==> config.mk <==
export PLATFORM = sky130hd
export DESIGN_NAME = multicycle_controller
export DESIGN_NICKNAME = d
export VERILOG_FILES = /design/src/rtl/multicycle_controller_pkg.sv /design/src/rtl/alu_ctrl_decoder.sv /design/src/rtl/multicycle_controller.sv
export SDC_FILE = /design/constraint.sdc
export NUM_CORES = 1
export LEC_CHECK = 0
export ABC_AREA = 1
export CAP_MARGIN = 20
export CORE_MARGIN = 10
export CORE_UTILIZATION = 37
export CTS_BUF_LIST = sky130_fd_sc_hd__clkbuf_4
export CTS_CLUSTER_DIAMETER = 80
export CTS_CLUSTER_SIZE = 30
export DETAILED_ROUTE_END_ITERATION = 8
export HOLD_SLACK_MARGIN = 0.05
export PLACE_DENSITY_LB_ADDON = 0.25
export SETUP_SLACK_MARGIN = 0.15
export SYNTH_ARGS = -nofsm -noshare
export SYNTH_HDL_FRONTEND = slang
export SYNTH_SLANG_ARGS = --single-unit
export TNS_END_PERCENT = 10
==> constraint.sdc <==
create_clock -name clk -period 2.5 [get_ports clk]
set_clock_uncertainty 0.15 [all_clocks]
set_input_delay 0.5 -clock clk [delete_from_list [all_inputs] [get_ports clk]]
set_output_delay 0.5 -clock clk [all_outputs]
set_load 0.1 [all_outputs]
==> src/rtl/multicycle_controller_pkg.sv <==
// rtl/multicycle_controller_pkg.sv - shared encodings for the RV32I multi-cycle controller
// Purpose: opcode constants, ALU/immediate/writeback/PC-source codes, FSM state codes
//          and the instruction class fed to the ALU control decoder.
// Ports:   none (package).
package multicycle_controller_pkg;

  // Major opcodes (instr[6:0])
  localparam logic [6:0] OP_R      = 7'b0110011;
  localparam logic [6:0] OP_I      = 7'b0010011;
  localparam logic [6:0] OP_LUI    = 7'b0110111;
  localparam logic [6:0] OP_AUIPC  = 7'b0010111;
  localparam logic [6:0] OP_LOAD   = 7'b0000011;
  localparam logic [6:0] OP_STORE  = 7'b0100011;
  localparam logic [6:0] OP_BRANCH = 7'b1100011;
  localparam logic [6:0] OP_JAL    = 7'b1101111;
  localparam logic [6:0] OP_JALR   = 7'b1100111;

  // ALU operation codes
  localparam logic [3:0] ALU_ADD  = 4'b0000;
  localparam logic [3:0] ALU_SUB  = 4'b0001;
  localparam logic [3:0] ALU_SLL  = 4'b0010;
  localparam logic [3:0] ALU_SLT  = 4'b0011;
  localparam logic [3:0] ALU_SLTU = 4'b0100;
  localparam logic [3:0] ALU_XOR  = 4'b0101;
  localparam logic [3:0] ALU_SRL  = 4'b0110;
  localparam logic [3:0] ALU_SRA  = 4'b0111;
  localparam logic [3:0] ALU_OR   = 4'b1000;
  localparam logic [3:0] ALU_AND  = 4'b1001;

  // Immediate formats
  localparam logic [2:0] IMM_I = 3'b000;
  localparam logic [2:0] IMM_S = 3'b001;
  localparam logic [2:0] IMM_B = 3'b010;
  localparam logic [2:0] IMM_U = 3'b011;
  localparam logic [2:0] IMM_J = 3'b100;

  // Writeback sources
  localparam logic [1:0] WB_ALU = 2'b00;
  localparam logic [1:0] WB_MEM = 2'b01;
  localparam logic [1:0] WB_PC4 = 2'b10;
  localparam logic [1:0] WB_IMM = 2'b11;

  // PC sources
  localparam logic [1:0] PC_PLUS4 = 2'b00;
  localparam logic [1:0] PC_IMM   = 2'b01;
  localparam logic [1:0] PC_ALU   = 2'b10;

  // FSM states
  localparam logic [3:0] ST_FETCH      = 4'd0;
  localparam logic [3:0] ST_DECODE     = 4'd1;
  localparam logic [3:0] ST_EXECUTE    = 4'd2;
  localparam logic [3:0] ST_MEM_ADDR   = 4'd3;
  localparam logic [3:0] ST_MEM_ACCESS = 4'd4;
  localparam logic [3:0] ST_WRITEBACK  = 4'd5;
  localparam logic [3:0] ST_BRANCH     = 4'd6;
  localparam logic [3:0] ST_JUMP       = 4'd7;
  localparam logic [3:0] ST_HALT       = 4'd8;

  // Instruction class as seen by the ALU control decoder
  typedef enum logic [1:0] {
    ACLS_ADD = 2'b00,
    ACLS_R   = 2'b01,
    ACLS_I   = 2'b10,
    ACLS_BR  = 2'b11
  } alu_class_e;

endpackage

==> src/rtl/alu_ctrl_decoder.sv <==
// rtl/alu_ctrl_decoder.sv - combinational funct3/instr[30]/class to alu_ctrl map
// Purpose: selects the ALU operation for register, immediate and branch instructions.
// Ports:   class_i   instruction class (add-only, R, I, branch)
//          funct3_i  instr[14:12]
//          bit30_i   instr[30] (sub/sra select)
//          alu_ctrl_o ALU operation code
module alu_ctrl_decoder
  import multicycle_controller_pkg::*;
(
  input  alu_class_e class_i,
  input  logic [2:0] funct3_i,
  input  logic       bit30_i,
  output logic [3:0] alu_ctrl_o
);

  always_comb begin
    alu_ctrl_o = ALU_ADD;
    case (class_i)
      ACLS_R, ACLS_I: begin
        case (funct3_i)
          // Immediate add has no subtract form; instr[30] is part of the immediate.
          3'b000:  alu_ctrl_o = (class_i == ACLS_R && bit30_i) ? ALU_SUB : ALU_ADD;
          3'b001:  alu_ctrl_o = ALU_SLL;
          3'b010:  alu_ctrl_o = ALU_SLT;
          3'b011:  alu_ctrl_o = ALU_SLTU;
          3'b100:  alu_ctrl_o = ALU_XOR;
          3'b101:  alu_ctrl_o = bit30_i ? ALU_SRA : ALU_SRL;
          3'b110:  alu_ctrl_o = ALU_OR;
          default: alu_ctrl_o = ALU_AND;
        endcase
      end
      ACLS_BR: begin
        // funct3[0] only inverts the sense, so the pair shares one compare.
        case (funct3_i[2:1])
          2'b10:   alu_ctrl_o = ALU_SLT;
          2'b11:   alu_ctrl_o = ALU_SLTU;
          default: alu_ctrl_o = ALU_SUB;
        endcase
      end
      default: alu_ctrl_o = ALU_ADD;
    endcase
  end

endmodule

==> src/rtl/multicycle_controller.sv <==
// rtl/multicycle_controller.sv - multi-cycle RV32I control FSM
// Purpose: sequences fetch/decode/execute/memory/writeback and drives datapath enables,
//          ALU control, operand muxes, immediate select and the shared memory port.
//          Optional ILLEGAL_TRAP_EN: unknown opcodes / bad R-type funct7 set
//          illegal_instr and halt; otherwise they retire as a NOP.
// Ports:   clk, rst_n (async, active-low); instr, mem_ready, branch_taken inputs;
//          pc_we/pc_src, ir_we, reg_we, alu_ctrl, alu_src_a/b, imm_type, mem_req,
//          mem_we, mem_addr_sel, wb_sel, instr_retired, mem_fault, illegal_instr, state_o.
module multicycle_controller
  import multicycle_controller_pkg::*;
#(
  parameter int MEM_WAIT_MAX = 15,
  parameter int WDOG_W       = 4
) (
  input  logic        clk,
  input  logic        rst_n,
  input  logic [31:0] instr,
  input  logic        mem_ready,
  input  logic        branch_taken,
  output logic        pc_we,
  output logic [1:0]  pc_src,
  output logic        ir_we,
  output logic        reg_we,
  output logic [3:0]  alu_ctrl,
  output logic        alu_src_a,
  output logic        alu_src_b,
  output logic [2:0]  imm_type,
  output logic        mem_req,
  output logic        mem_we,
  output logic        mem_addr_sel,
  output logic [1:0]  wb_sel,
  output logic        instr_retired,
  output logic        mem_fault,
  output logic        illegal_instr,
  output logic [3:0]  state_o
);

  localparam logic [WDOG_W-1:0] WDOG_LAST = WDOG_W'((MEM_WAIT_MAX > 0) ? MEM_WAIT_MAX - 1 : 0);

  logic [3:0]        state_q, state_d;
  logic [WDOG_W-1:0] wdog_q, wdog_d;
  logic              mem_fault_q, mem_fault_d;
  logic              illegal_d;
  logic              wait_cyc;
  alu_class_e        alu_class;

  logic [6:0] opcode;
  logic [2:0] funct3;
  logic       rd_nz;
  logic       is_store;
  logic       writes_rd;

  assign opcode   = instr[6:0];
  assign funct3   = instr[14:12];
  assign rd_nz    = |instr[11:7];
  assign is_store = (opcode == OP_STORE);
  // Unknown opcodes reach WRITEBACK too, so the write is gated by opcode.
  assign writes_rd = (opcode == OP_R) || (opcode == OP_I) || (opcode == OP_LUI) ||
                     (opcode == OP_AUIPC) || (opcode == OP_LOAD);

  logic unused_instr_bits;
  assign unused_instr_bits = ^instr[31:15];

  // Kept separate from the main FSM block so the decoder output does not loop back into it.
  always_comb begin
    alu_class = ACLS_ADD;
    if (state_q == ST_EXECUTE && opcode == OP_R) alu_class = ACLS_R;
    if (state_q == ST_EXECUTE && opcode == OP_I) alu_class = ACLS_I;
    if (state_q == ST_BRANCH)                    alu_class = ACLS_BR;
  end

  alu_ctrl_decoder u_alu_ctrl_decoder (
    .class_i   (alu_class),
    .funct3_i  (funct3),
    .bit30_i   (instr[30]),
    .alu_ctrl_o(alu_ctrl)
  );

`ifdef ILLEGAL_TRAP_EN
  logic illegal_q;
  logic r_legal;
  assign r_legal = (instr[31:25] == 7'b0000000) ||
                   (instr[31:25] == 7'b0100000 && (funct3 == 3'b000 || funct3 == 3'b101));
`endif

  always_comb begin
    pc_we         = 1'b0;
    pc_src        = PC_PLUS4;
    ir_we         = 1'b0;
    reg_we        = 1'b0;
    alu_src_a     = 1'b0;
    alu_src_b     = 1'b0;
    imm_type      = IMM_I;
    mem_req       = 1'b0;
    mem_we        = 1'b0;
    mem_addr_sel  = 1'b0;
    wb_sel        = WB_ALU;
    instr_retired = 1'b0;
    state_d       = state_q;
    wdog_d        = '0;
    mem_fault_d   = mem_fault_q;
    illegal_d     = 1'b0;
    wait_cyc      = 1'b0;

    case (state_q)
      ST_FETCH: begin
        mem_req = 1'b1;
        if (mem_ready) begin
          ir_we   = 1'b1;
          state_d = ST_DECODE;
        end else begin
          wait_cyc = 1'b1;
        end
      end
      ST_DECODE: begin
        case (opcode)
          OP_R: begin
`ifdef ILLEGAL_TRAP_EN
            if (!r_legal) begin
              illegal_d = 1'b1;
              state_d   = ST_HALT;
            end else begin
              state_d = ST_EXECUTE;
            end
`else
            state_d = ST_EXECUTE;
`endif
          end
          OP_I, OP_LUI, OP_AUIPC: state_d = ST_EXECUTE;
          OP_LOAD, OP_STORE:      state_d = ST_MEM_ADDR;
          OP_BRANCH:              state_d = ST_BRANCH;
          OP_JAL, OP_JALR:        state_d = ST_JUMP;
          default: begin
`ifdef ILLEGAL_TRAP_EN
            illegal_d = 1'b1;
            state_d   = ST_HALT;
`else
            state_d = ST_WRITEBACK;
`endif
          end
        endcase
      end
      ST_EXECUTE: begin
        if (opcode == OP_I) begin
          alu_src_b = 1'b1;
          imm_type  = IMM_I;
        end else if (opcode == OP_AUIPC) begin
          alu_src_a = 1'b1;
          alu_src_b = 1'b1;
          imm_type  = IMM_U;
        end else if (opcode == OP_LUI) begin
          imm_type = IMM_U;
        end
        state_d = ST_WRITEBACK;
      end
      ST_MEM_ADDR: begin
        alu_src_b = 1'b1;
        imm_type  = is_store ? IMM_S : IMM_I;
        state_d   = ST_MEM_ACCESS;
      end
      ST_MEM_ACCESS: begin
        mem_req      = 1'b1;
        mem_addr_sel = 1'b1;
        mem_we       = is_store;
        if (mem_ready) begin
          if (is_store) begin
            pc_we         = 1'b1;
            instr_retired = 1'b1;
            state_d       = ST_FETCH;
          end else begin
            state_d = ST_WRITEBACK;
          end
        end else begin
          wait_cyc = 1'b1;
        end
      end
      ST_WRITEBACK: begin
        reg_we        = writes_rd && rd_nz;
        wb_sel        = (opcode == OP_LOAD) ? WB_MEM : (opcode == OP_LUI) ? WB_IMM : WB_ALU;
        pc_we         = 1'b1;
        instr_retired = 1'b1;
        state_d       = ST_FETCH;
      end
      ST_BRANCH: begin
        imm_type      = IMM_B;
        pc_we         = 1'b1;
        pc_src        = branch_taken ? PC_IMM : PC_PLUS4;
        instr_retired = 1'b1;
        state_d       = ST_FETCH;
      end
      ST_JUMP: begin
        reg_we        = rd_nz;
        wb_sel        = WB_PC4;
        pc_we         = 1'b1;
        instr_retired = 1'b1;
        if (opcode == OP_JAL) begin
          pc_src   = PC_IMM;
          imm_type = IMM_J;
        end else begin
          pc_src    = PC_ALU;
          alu_src_b = 1'b1;
          imm_type  = IMM_I;
        end
        state_d = ST_FETCH;
      end
      ST_HALT: state_d = ST_HALT;
      default: state_d = ST_FETCH;
    endcase

    // Expiry only fires on a cycle without mem_ready, so a late answer still wins.
    if (wait_cyc && MEM_WAIT_MAX != 0) begin
      if (wdog_q == WDOG_LAST) begin
        mem_fault_d = 1'b1;
        state_d     = ST_HALT;
      end else begin
        wdog_d = wdog_q + 1'b1;
      end
    end
  end

  always_ff @(posedge clk or negedge rst_n) begin
    if (!rst_n) begin
      state_q     <= ST_FETCH;
      wdog_q      <= '0;
      mem_fault_q <= 1'b0;
    end else begin
      state_q     <= state_d;
      wdog_q      <= wdog_d;
      mem_fault_q <= mem_fault_d;
    end
  end

`ifdef ILLEGAL_TRAP_EN
  always_ff @(posedge clk or negedge rst_n) begin
    if (!rst_n) illegal_q <= 1'b0;
    else if (illegal_d) illegal_q <= 1'b1;
  end
  assign illegal_instr = illegal_q;
`else
  logic unused_illegal;
  assign unused_illegal = illegal_d;
  assign illegal_instr  = 1'b0;
`endif

  assign mem_fault = mem_fault_q;
  assign state_o   = state_q;

endmodule

==> metrics.cfg <==
[pwr]
p_leak_nw=0.9522
ir_drop_mv=0.9781
power.density_mw_per_mm2=661.1

[clock_tree]
cts_tree=yes
cts_root_buf=clkbuf_4
cts-hold-fix-buffers=0
cts_sinks=9
ctsLongestPathBuffers=2
clock_latency_ps=250
cts_buffers=3
h-tree-depth=1
clkTransAtPathRegs_ps=50

[routing]
dr.first_iter.drc_count=88
via_per_inst=5.035
drc=0
ant_nets=0
num_vias=1309
firstDrtPassIters=4
drt-total-wl_mm=4.034
wl_per_cell_um=15.52

[logic_synthesis]
ys.warnings.count=0
yosys.area.top_type=dfrtp_1
async_flop_share_pct=100.0
synth_top_area_share_pct=23.87
synth_commonest_cells=nand2_1, nor2_1, inv_1, nand3_1
netlist_top_cells_area=dfrtp_1, nand2_1, nand3_1
synth_xor_area_share_pct=1.857
synth_top_family_by_area=simple AND/OR/NAND/NOR gates
synth_compound_area_share_pct=12.07
syn-instance-count=150
yosysMostFrequentCell=nand2_1
synth_area_per_cell_sq_um=6.289
synth_ff_type=dfrtp_1
synth-seq-area-share_pct=23.87
ys_types=29
synth_edf_count=0
synthAdderAreaFrac_pct=5.305
synth_seq_cells=9
synth-simple-area-share_pct=44.56
yosys-mux-area-fraction_pct=0
syn_nets=190
synthesis.area_sq_um=943.4

[sta]
fmax_ghz=0.3591
rsz0062_at_grt=true
hold_viol_final=0
setup_ws_ps=-284.8
setup-violations-final=6
fin_crit_sh_pct=111.4
fin_crit_ps=2785
slew_viol_final=0

[floorplanning]
io_pins=62
die_area_sq_mm=0.004970
die-width_um=70.50
std_cell_rows=18
die_h_um=70.50
core_area_sq_mm=0.002455
initial_core_util_pct=38.43

[status]
status=finished with violations
violations=setup timing

[global_routing]
grt.overflow.total=0
antenna_found_initial=0
grt_pass1_vias=1464
grt_pass1_wl_mm=7.086
grtUsageTotal_pct=16.29
grt_max_degree=10

[worst_setup_path]
cp.arrival_ps=2130
path_class=in2out
startpoint_type=input port
critPathCaptureType=output pin
cp_max_fo=3
required_ps=1850

[placed_design]
hpwl_mm=3.205
placed_area_sq_mm=0.001949
dp.cells=254
place_congestion=0.9423
io_buffers=44

[final_layout]
final_cells=260
final_nets=271
num_antenna_cells=0
fillers=136
drive_above_1_share_pct=50.87
postLayoutCellArea_sq_mm=0.002088
syn_to_final_growth_pct=121.4

[min_path]
holdCritPathClass=reg2reg

[flow_run]
max_cap_viol_count=0

critical path, stage by stage:
cell and delay (ps):
dlygate4sd2_1 230, nand2_2 110, inv_2 50, nand2_2 90, nor2_2 50, a21oi_2 160, inv_2 70, ha_4 250
a21oi_4 150, o21ai_2 110, a21oi_4 160, buf_12 190
power by group:
part	internal, mW	switching, mW
registers	0.179	0.0356
logic	0.342	0.707
clock network	0.0720	0.0456
metal layers:
metal  vias to the layer above  track usage [%]  wire (um)  share of wire, %
met5                         -                0          0                 0
met4                         0            5.263        116               2.9
met3                        16            3.107        190               4.7
met2                        46            31.24       2205                55
met1                       603            16.97       1522                38
li1                        644                -          -                 -
cell usage in the layout (no fill, tap or decap), types with 3 or more instances in the layout:
master,synthesis,routed
nor2_4,1,6
inv_2,8,10
dfrtp_4,0,3
o21ai_2,0,3
nor3_4,1,4
clkdlybuf4s50_1,0,12
nor2_1,18,12
a21oi_1,9,3
nor2_2,4,5
buf_4,2,39
buf_12,0,20
nand3_1,17,16
clkbuf_4,0,4
nand4_1,4,4
inv_1,17,14
a21oi_4,0,4
dlygate4sd2_1,0,5
nand2_2,1,5
nand2_1,32,27
dfrtp_1,9,5
logic make-up after synthesis:
kind of cell             after synthesis
XOR/XNOR                               2
adder cells (fa/ha/maj)                4
buffers and inverters                 28
AO/OA/AOI/OAI                         20
other                                  1
AND/OR/NAND/NOR                       86
flip-flops                             9
area by class of cell:
class	count	area (sq um)	area share, %
Clock buffer	4	30.03	1.438
Inverter	26	100.1	4.793
Multi-Input combinational cell	113	810.8	38.83
Sequential cell	9	237.7	11.38
Tap cell	30	37.54	1.797
Timing Repair Buffer	78	872.1	41.76
state kept, by name, summed over array words and instances (netlist names):
register   count
state_o        4
wdog_q         4
mem_fault      1
through the flow:
stage / setup TNS (ps) / utilization [%] / total power [mW] / hold WS, ps / setup slack (ps)
after global routing: -1711 / 85.07 / 1.451 / 350.9 / -370.2
final: -1012 / 85.07 / 1.381 / 331.4 / -284.8
after global placement: -3896 / 79.41 / 1.188 / 299.2 / -525.7
after CTS: -991.5 / 84.56 / 1.366 / 326.0 / -268.2
after floorplan: -5010 / - / 0.8631 / 54.41 / -512.5
after detailed placement: -4777 / 79.41 / 1.215 / 311.1 / -616.2
timing repair:
action / 4_1_cts / 5_1_grt
gates resized for setup: 27 / 5
pin swaps: 18 / 8
setup buffers: 2 / 0
endpoints found under the setup margin: 18 / 18
final timing paths:
path / start / endpoint / slack, ps / cells past startpoint
worst min register to register: mem_fault$_DFFE_PN0P_ / mem_fault$_DFFE_PN0P_ / 330 / 1
worst max-delay path: instr[0] / alu_ctrl[2] / -280 / 12
worst min-delay path: mem_fault$_DFFE_PN0P_ / mem_fault$_DFFE_PN0P_ / 330 / 1
min in group asynchronous: rst_n / state_o[2]$_DFF_PN0_ / 390 / 1
worst max register to register: state_o[1]$_DFF_PN0_ / state_o[2]$_DFF_PN0_ / 790 / 8
max in group asynchronous: rst_n / state_o[3]$_DFF_PN0_ / 1470 / 1
(Power assumes the default switching activity.)
